[src/rtl/debug_pkg.sv]
// Shared types for the debug readout controller: sweep state encoding and
// the bank-select width helper used to size bank_sel.
package debug_pkg;

    typedef enum logic [1:0] {
        IDLE  = 2'd0,
        SWEEP = 2'd1,
        DRAIN = 2'd2,
        FLUSH = 2'd3
    } state_e;

    // A single bank still needs a 1-bit select port.
    function automatic int bank_w(input int num_banks);
        return (num_banks > 1) ? $clog2(num_banks) : 1;
    endfunction

endpackage

[src/rtl/debug_rdout_fifo.sv]
// Small synchronous FIFO that absorbs the memory read latency of a debug sweep.
// Exposes its occupancy so the issuer can reserve space before reading.
module debug_rdout_fifo #(
    parameter int WIDTH = 33,
    parameter int DEPTH = 4,
    parameter int CNT_W = $clog2(DEPTH + 1)
) (
    input  logic             clk,
    input  logic             rstn,
    input  logic             clr,
    input  logic             push,
    input  logic [WIDTH-1:0] wdata,
    input  logic             pop,
    output logic [WIDTH-1:0] rdata,
    output logic             empty,
    output logic [CNT_W-1:0] count
);

    localparam int PTR_W = (DEPTH > 1) ? $clog2(DEPTH) : 1;

    logic [WIDTH-1:0] mem_q [DEPTH];
    logic [PTR_W-1:0] wr_q;
    logic [PTR_W-1:0] rd_q;
    logic [CNT_W-1:0] count_q;
    logic             full;
    logic             do_push;
    logic             do_pop;

    function automatic logic [PTR_W-1:0] ptr_inc(input logic [PTR_W-1:0] p);
        return (p == PTR_W'(DEPTH - 1)) ? '0 : p + PTR_W'(1);
    endfunction

    assign empty   = (count_q == '0);
    assign full    = (count_q == CNT_W'(DEPTH));
    assign do_push = push && !full;
    assign do_pop  = pop && !empty;
    assign rdata   = mem_q[rd_q];
    assign count   = count_q;

    // NOTE: storage is deliberately not reset; pointers and count alone define which entries are valid.
    always_ff @(posedge clk) begin
        if (do_push && !clr) begin
            mem_q[wr_q] <= wdata;
        end
    end

    always_ff @(posedge clk) begin
        if (!rstn || clr) begin
            wr_q    <= '0;
            rd_q    <= '0;
            count_q <= '0;
        end else begin
            if (do_push) wr_q <= ptr_inc(wr_q);
            if (do_pop)  rd_q <= ptr_inc(rd_q);
            count_q <= count_q + CNT_W'(do_push) - CNT_W'(do_pop);
        end
    end

    // The issuer's credit check must make a push into a full FIFO impossible.
    push_when_full_a: assert property (@(posedge clk) disable iff (!rstn || clr) !(push && full));

endmodule

[src/rtl/debug_readout_ctrl.sv]
// Debug dump sequencer: sweeps one bank's addresses, absorbs read latency in a credited FIFO
// and streams words out with last marking. DEBUG_RDOUT_CKSUM_EN adds an XOR checksum port.
module debug_readout_ctrl
    import debug_pkg::*;
#(
    parameter int LENGTH     = 12000,
    parameter int ADDR_W     = $clog2(LENGTH),
    parameter int DATA_W     = 32,
    parameter int NUM_BANKS  = 4,
    parameter int BANK_W     = bank_w(NUM_BANKS),
    parameter int RD_LAT     = 2,
    parameter int FIFO_DEPTH = RD_LAT + 2
) (
    input  logic                 clk,
    input  logic                 rstn,
    input  logic                 start,
    input  logic                 abort,
    input  logic [BANK_W-1:0]    bank_sel,
    output logic [NUM_BANKS-1:0] mem_cs,
    output logic                 mem_rd_en,
    output logic [ADDR_W-1:0]    mem_addr,
    input  logic [DATA_W-1:0]    mem_rdata,
    output logic [DATA_W-1:0]    m_data,
    output logic                 m_valid,
    output logic                 m_last,
    input  logic                 m_ready,
    output logic                 busy,
    output logic                 done
`ifdef DEBUG_RDOUT_CKSUM_EN
    ,
    output logic [DATA_W-1:0]    cksum
`endif
);

    localparam int                CNT_W     = $clog2(FIFO_DEPTH + 1);
    localparam int                FL_W      = $clog2(RD_LAT + 1);
    localparam logic [ADDR_W-1:0] LAST_ADDR = ADDR_W'(LENGTH - 1);

    state_e                state_q, state_d;
    logic [ADDR_W-1:0]     addr_q, addr_d;
    logic [NUM_BANKS-1:0]  cs_q, cs_d;
    logic [CNT_W-1:0]      inflight_q, inflight_d;
    logic [FL_W-1:0]       flush_q, flush_d;
    logic [RD_LAT-1:0]     ret_vld_q;
    logic [RD_LAT-1:0]     ret_last_q;

    logic                  start_ok;
    logic                  abort_ok;
    logic                  issue;
    logic                  ret;
    logic                  push;
    logic                  pop;
    logic                  fifo_clr;
    logic                  fifo_empty;
    logic [CNT_W-1:0]      fifo_count;
    logic [DATA_W:0]       fifo_rdata;

    assign start_ok = start && !abort && (32'(bank_sel) < NUM_BANKS);
    assign abort_ok = abort && (state_q == SWEEP || state_q == DRAIN);

    // Credit check: FIFO slots already holding data plus reads still in the memory pipe.
    assign issue = (state_q == SWEEP) && !abort &&
                   (({1'b0, fifo_count} + {1'b0, inflight_q}) < (CNT_W + 1)'(FIFO_DEPTH));

    assign ret      = ret_vld_q[RD_LAT-1];
    assign push     = ret && (state_q == SWEEP || state_q == DRAIN);
    assign fifo_clr = abort_ok || (state_q == FLUSH);

    assign m_valid   = !fifo_empty;
    assign m_data    = fifo_rdata[DATA_W-1:0];
    assign m_last    = m_valid && fifo_rdata[DATA_W];
    assign pop       = m_valid && m_ready;
    assign done      = (state_q == DRAIN) && pop && m_last && !abort;
    assign busy      = (state_q != IDLE);
    assign mem_rd_en = issue;
    assign mem_addr  = addr_q;
    assign mem_cs    = cs_q;

    assign inflight_d = inflight_q + CNT_W'(issue) - CNT_W'(ret);

    // NOTE: every output of this block gets a default first, so no path can infer a latch.
    always_comb begin
        state_d = state_q;
        addr_d  = addr_q;
        cs_d    = cs_q;
        flush_d = flush_q;
        case (state_q)
            IDLE: begin
                if (start_ok) begin
                    state_d = SWEEP;
                    addr_d  = '0;
                    cs_d    = NUM_BANKS'(1) << bank_sel;
                end
            end
            SWEEP: begin
                if (abort) begin
                    state_d = FLUSH;
                    flush_d = '0;
                end else if (issue) begin
                    if (addr_q == LAST_ADDR) state_d = DRAIN;
                    else                     addr_d  = addr_q + ADDR_W'(1);
                end
            end
            DRAIN: begin
                if (abort) begin
                    state_d = FLUSH;
                    flush_d = '0;
                end else if (done) begin
                    state_d = IDLE;
                    addr_d  = '0;
                    cs_d    = '0;
                end
            end
            FLUSH: begin
                // Every read outstanding at abort has returned and been dropped after RD_LAT cycles.
                if (flush_q == FL_W'(RD_LAT - 1)) begin
                    state_d = IDLE;
                    addr_d  = '0;
                    cs_d    = '0;
                end else begin
                    flush_d = flush_q + FL_W'(1);
                end
            end
            default: state_d = IDLE;
        endcase
    end

    // NOTE: state registers use non-blocking assignments so all flops update from pre-edge values.
    always_ff @(posedge clk) begin
        if (!rstn) begin
            state_q    <= IDLE;
            addr_q     <= '0;
            cs_q       <= '0;
            inflight_q <= '0;
            flush_q    <= '0;
            ret_vld_q  <= '0;
            ret_last_q <= '0;
        end else begin
            state_q       <= state_d;
            addr_q        <= addr_d;
            cs_q          <= cs_d;
            inflight_q    <= inflight_d;
            flush_q       <= flush_d;
            ret_vld_q[0]  <= issue;
            ret_last_q[0] <= issue && (addr_q == LAST_ADDR);
            for (int i = 1; i < RD_LAT; i++) begin
                ret_vld_q[i]  <= ret_vld_q[i-1];
                ret_last_q[i] <= ret_last_q[i-1];
            end
        end
    end

    debug_rdout_fifo #(
        .WIDTH (DATA_W + 1),
        .DEPTH (FIFO_DEPTH),
        .CNT_W (CNT_W)
    ) u_fifo (
        .clk   (clk),
        .rstn  (rstn),
        .clr   (fifo_clr),
        .push  (push),
        .wdata ({ret_last_q[RD_LAT-1], mem_rdata}),
        .pop   (pop),
        .rdata (fifo_rdata),
        .empty (fifo_empty),
        .count (fifo_count)
    );

`ifdef DEBUG_RDOUT_CKSUM_EN
    logic [DATA_W-1:0] cksum_q;
    logic              cksum_acc;

    assign cksum_acc = pop && !abort_ok;

    always_ff @(posedge clk) begin
        if (!rstn) begin
            cksum_q <= '0;
        end else if ((state_q == IDLE) && start_ok) begin
            cksum_q <= '0;
        end else if (cksum_acc) begin
            cksum_q <= cksum_q ^ m_data;
        end
    end

    // Fold in the word accepted this cycle so the final value is visible in the done cycle.
    assign cksum = cksum_acc ? (cksum_q ^ m_data) : cksum_q;
`endif

endmodule

[config.mk]
export PLATFORM = sky130hd
export DESIGN_NAME = debug_readout_ctrl
export DESIGN_NICKNAME = d
export VERILOG_FILES = /design/src/rtl/debug_pkg.sv /design/src/rtl/debug_rdout_fifo.sv /design/src/rtl/debug_readout_ctrl.sv
export SDC_FILE = /design/constraint.sdc
export NUM_CORES = 1
export LEC_CHECK = 0
export BUFFER_PORTS_ARGS = -buffer_cell sky130_fd_sc_hd__buf_2
export CAP_MARGIN = 20
export CORE_ASPECT_RATIO = 1.2
export CORE_UTILIZATION = 50
export CTS_BUF_LIST = sky130_fd_sc_hd__clkbuf_4
export DETAILED_ROUTE_END_ITERATION = 16
export PLACE_DENSITY = 0.78
export SLEW_MARGIN = 20
export SYNTH_ARGS = -nofsm -noshare
export SYNTH_HDL_FRONTEND = slang
export SYNTH_SLANG_ARGS = --single-unit
[constraint.sdc]
create_clock -name clk -period 3.4 [get_ports clk]
set_input_delay 0.17 -clock clk [delete_from_list [all_inputs] [get_ports clk]]
set_output_delay 0.17 -clock clk [all_outputs]
set_load 0.01 [all_outputs]
**Yosys cells after proc, flatten, opt, wreduce, memory -nomap -nowiden**

Memories as Yosys holds them, arrays and structs flattened. A register that Yosys moved wholly into a read port is not among the register bits.
Index checks and enable logic that the tools add are counted.

- Bits of input ports: 39
- Output and inout port bits: 55
- Word-level logic and storage cells: 104
- Bits in writable memories: 132
- Bits in registers: 36
- Memories kept: 1

- $lt $le $gt $ge: 1
- Muxes and demuxes: 30
- $add $sub $neg: 9
- Eq/ne operators: 20
- Shift operators: 1
- Reductions and logical operators: 32

Memory list:

| name | depth | width | rd ports | clocked after memory_dff | wr ports | line | RTL |
|---|---|---|---|---|---|---|---|
| u_fifo.mem_q | 4 | 33 | 1 | 1 | 1 | debug_rdout_fifo.sv:21 | `logic [WIDTH-1:0] mem_q [DEPTH];` |

Operator list:

| kind | count |
|---|---|
| $mux 14 | 7 |
| $pmux 14 s4 | 1 |
| $mux 2 | 13 |
| $mux 4 | 4 |
| $add 14x1->14 const B | 1 |
| $eq 14x14->1 const B | 1 |
| $logic_and 1x1->1 | 14 |
| $ne 2x2->1 const B | 7 |
| $pmux 4 s3 | 1 |
| $reduce_and 5->1 | 2 |
| $eq 2x2->1 const B | 4 |
| $pmux 2 s4 | 1 |
| $reduce_and 7->1 | 1 |
| $add 2x1->2 const B | 3 |
| $add 3x1->3 | 2 |
| $ne 3x3->1 const B | 2 |
| $sub 3x1->3 | 2 |
| $logic_not 1->1 | 5 |
| $add 3x3->4 | 1 |
| $eq 2x1->1 const B | 2 |
| $lt 4x3->1 const B | 1 |
| $ne 2x1->1 const B | 2 |
| $pmux 2 s2 | 1 |
| $reduce_bool 2->1 | 2 |
| 10 further kinds | 13 |

**Logic depth before layout (Yosys ltp)**

- Word-level depth: 9
- Depth in mapped cells: 11

**Hierarchy**

A second synthesis with hierarchy kept.

- Cells, all modules: 410
- Area, all modules: 6941.7 µm²

Modules (own cells, without submodules):

| module | area each (µm²) | cells each | times used |
|---|---|---|---|
| debug_rdout_fifo | 5270.1 | 223 | 1 |
| debug_readout_ctrl | 1671.6 | 187 | 1 |

**Worst setup path after synthesis**

No wires, ideal clock.

- Path kind: reg-to-reg
- Start point: register state_q[1]
- End point: memory u_fifo.mem_q[0][0] (enable)
- Setup slack: 0.862 ns
- Period minus slack after synthesis: 2.538 ns
- Data arrival time: 2.145 ns
- Data required time: 3.007 ns
- Library setup time: 0.393 ns
- Stages on the path, launching flop included: 6
- Cell sequence: dfxtp_1 > inv_1 > ha_1 > nand2_1 > a21oi_1 > and3_1

RTL lines:

| element | line | RTL |
|---|---|---|
| from (decl) | debug_readout_ctrl.sv:39 | `state_e state_q, state_d;` |
| from (signal assigned) | debug_readout_ctrl.sv:139 | `state_q <= state_d;` |
| $eq 2x1->1 / $eq 2x2->1 (equally long branches) | debug_readout_ctrl.sv:66 | `assign push = ret && (state_q == SWEEP \|\| state_q == DRAIN);` |
| $logic_or 1x1->1 * | debug_readout_ctrl.sv:66 |  |
| $logic_and 1x1->1 * | debug_readout_ctrl.sv:66 |  |
| $logic_and 1x1->1 * | debug_rdout_fifo.sv:35 | `assign do_push = push && !full;` |
| net u_fifo.do_push | debug_rdout_fifo.sv:26 | `logic do_push;` |
| $logic_and 1x1->1 * | debug_rdout_fifo.sv:42 | `if (do_push && !clr) begin` |
| $mux 1 * | debug_rdout_fifo.sv:42 |  |
| $mux 1 (not written as such) * | debug_rdout_fifo.sv:43 | `mem_q[wr_q] <= wdata;` |
| to (decl) | debug_rdout_fifo.sv:21 |  |

The timed path passes the listed nets; every way through them passes the cells marked *.

**Worst setup path after layout**

- Start point: register state_q[1]
- End point: register u_fifo.count_q[2] (netlist: u_fifo.count[2])

- Word-level cells in the longest chain between the ends: 6

RTL lines:

| element | line | RTL |
|---|---|---|
| $eq 2x1->1 / $eq 2x2->1 (equally long branches) | debug_readout_ctrl.sv:66 |  |
| $logic_or 1x1->1 * | debug_readout_ctrl.sv:66 |  |
| $logic_and 1x1->1 * | debug_readout_ctrl.sv:66 |  |
| $logic_and 1x1->1 * | debug_rdout_fifo.sv:35 |  |
| net u_fifo.do_push | debug_rdout_fifo.sv:26 |  |
| $add 3x1->3 * | debug_rdout_fifo.sv:55 | `count_q <= count_q + CNT_W'(do_push) - CNT_W'(do_pop);` |
| $sub 3x1->3 * | debug_rdout_fifo.sv:55 |  |
| to (signal assigned) | debug_rdout_fifo.sv:55 |  |
| to (decl) | debug_rdout_fifo.sv:24 | `logic [CNT_W-1:0] count_q;` |

Marked as above.
A chain may end at the register's enable or synchronous reset.

==> reports/results.ini <==
[floorplan]
boundaryPins=94
chipHeight_um=132
die_w_um=110
coreArea_um2=13800
dieArea_um2=14600
rows=47
start_util_pct=51.3

[outcome]
status=complete, no violations

[global_routing]
grt_pass1_wl_um=22200
antenna_found_initial=0
grt_overflow=0
grt_usage_pct=19.9
grt_max_degree=40
grt_pass1_vias=4481

[drt]
vias=4217
wirelength_um=13700
drc=0
first_iter_violations=205
ant_nets=0
drtPass1Iterations=5
via_per_inst=5.51
avgRoutedWirePerCell_um=17.9

[worst_setup_path]
cp-startpoint=state_q[1]
r2r_start=state_q[1]
cp.required_ps=3840
cp-start-kind=flip-flop
end_kind=flip-flop
cp_slowest_cell=dfxtp_1
r2r_cells=10
path_cells=inv_1, ha_1, nand2_1, a21oi_1, ha_1, inv_1, fa_1, xor2_1, xnor2_1, nor2_1
max_stage_delay_ps=480
critPathKind=reg -> reg
cp.arrival_ps=3010
crit_path_max_fanout=7

[logic_synthesis]
mappedNetlistArea_um2=7060
syn_inst=443
synth_largest_area_cell=edfxtp_1
synthFlopType=edfxtp_1
synth_area_leaders=edfxtp_1, dfxtp_1, mux4_2, ha_1, nand2_1
synth_edf_count=132
ys_seq_area_share_pct=66.9
synth.ff_latch_count=170
yosysTopAreaCellShare_pct=56.2
syn_area_per_cell_um2=15.9
synth.net_count=502
yosysUniqueCellTypes=60
synthArstFlopShare_pct=0
yosys_warnings=0

[finish]
final_util_pct=60.8
diodes=0
area_delta_synth_final_pct=18.6
final_area_um2=8370
drive_above_1_share_pct=30.6
layout_commonest_cell=edfxtp_1
layout_common_cells=edfxtp_1, buf_2, dfxtp_1
finalNetCount=640

[place]
io_buffers=93
placed_area_um2=7730
dp_slack_ps=868
gp_congestion=0.917
hpwl_um=9100

[clock_tree]
cts_root_buf=clkbuf_4
htreeDepth=4
cts_resized=0
clock-sinks=170
cts_tree=yes
cts_buffer_depth=2
clkTransAtPathRegs_ps=140
clock_latency_ps=540
post-cts-setup-buffers=0
postCtsHoldBufs=35
cts_buffers=17

[min_path]
hold_depth=4
hold_start=m_ready
hp-class=in -> reg

[sta]
hold_violations=0
fin_crit_sh_pct=75.5
setup_viol=0
finalMaxSlewViolations=0
tightest_slew_ps=623
rsz0062_at_grt=no
fin_worst_skew_ps=21.8
finalWorstSetupSlack_ps=833
fin_setup_tns_ps=0
timing.fmax_ghz=0.389
slew_headroom_pct=58.5
finalCriticalPeriod_ps=2570

[power_and_ir_drop]
power.leakage_nw=2.98
powerDensity_nw_per_um2=565
power.total_w=0.00473
vdd_ir_drop_max_mv=0.327

[flow_run]
drv_cap=0

[critical path, delay by kind of cell (launching register included)]
family	cells	cell delay (ps)
buf+inv	2	170
flops	1	480
simple gates	2	110
xor+xnor	2	300
fa+ha+maj	3	970
compound gates	1	430
[routing by layer]
metal  global-route usage [%]  part of all wire, %
met1                     22.5                   41
met2                     35.6                   54
met3                     5.20                  4.4
met4                     7.78                  1.3
met5                        0                    0
[worst paths after layout]
kind	to	slack, ps
hold / removal	flip-flop	60
setup / recovery	u_fifo.count[2]	830
hold reg to reg	ret_vld_q[1]	460
setup reg to reg	u_fifo.count[2]	830
[power breakdown]
| part | total [W] | switching, W | internal, W |
|---|---|---|---|
| Sequential | 0.00236 | 0.0000582 | 0.00230 |
| Clock | 0.00113 | 0.000668 | 0.000462 |
| Combinational | 0.00125 | 0.000674 | 0.000572 |
[logic make-up (layout without fill, tap and decap cells)]
family | after synthesis | after routing | synth area share [%]
xor+xnor | 4 | 4 | 0.496
flops | 170 | 170 | 66.9
fa+ha+maj | 20 | 20 | 3.76
compound gates | 53 | 53 | 5.27
mux | 40 | 40 | 11.5
buf+inv | 37 | 188 | 2.20
simple gates | 119 | 119 | 9.82
[state kept, by name, summed over array words and instances (netlist names), named ones only]
name,count
ret_last_q,2
u_fifo.mem_q,132
u_fifo.rd_q,2
u_fifo.wr_q,2
mem_addr,14
ret_vld_q,2
inflight_q,3
mem_cs,4
flush_q,2
state_q,2
u_fifo.count,3
[synthesized netlist by cell type (2+ instances only)]
cell	count
a21o_1	2
edfxtp_1	132
nor2b_1	3
a31oi_1	3
buf_2	4
fa_1	2
clkbuf_1	9
mux2i_1	7
nor4_1	2
o211ai_1	3
a21oi_1	11
xor2_1	2
and4_1	3
nor3_1	9
nor4b_1	3
nor2_1	15
o41ai_1	2
dfxtp_1	38
mux4_2	33
a22oi_1	2
o21ai_0	7
nand4_1	6
or4b_1	2
and2_1	11
or4_1	4
xnor2_1	2
nand3_1	8
nor3b_1	2
o22ai_1	3
buf_4	3
nand2b_1	5
or3_1	6
o21a_1	3
a21boi_1	5
inv_1	20
ha_1	18
and3_1	6
nand2_1	25
[per-stage QoR]
step                hold WS, ps  instances
global route               69.3        765
CTS                        4.76        765
finish                     62.0        765
global placement            382        698
floorplan                   269        443
detailed placement          392        698
[area by class of cell]
type	instances	area, um2
clock inverters	13	143
repair buffers	135	881
fillers	1045	5390
inverters	21	78.8
well taps	171	214
multi-input cells	236	2180
clock buffers	19	143
flip-flops and latches	170	4730
Power figures use the tool's default switching activity.
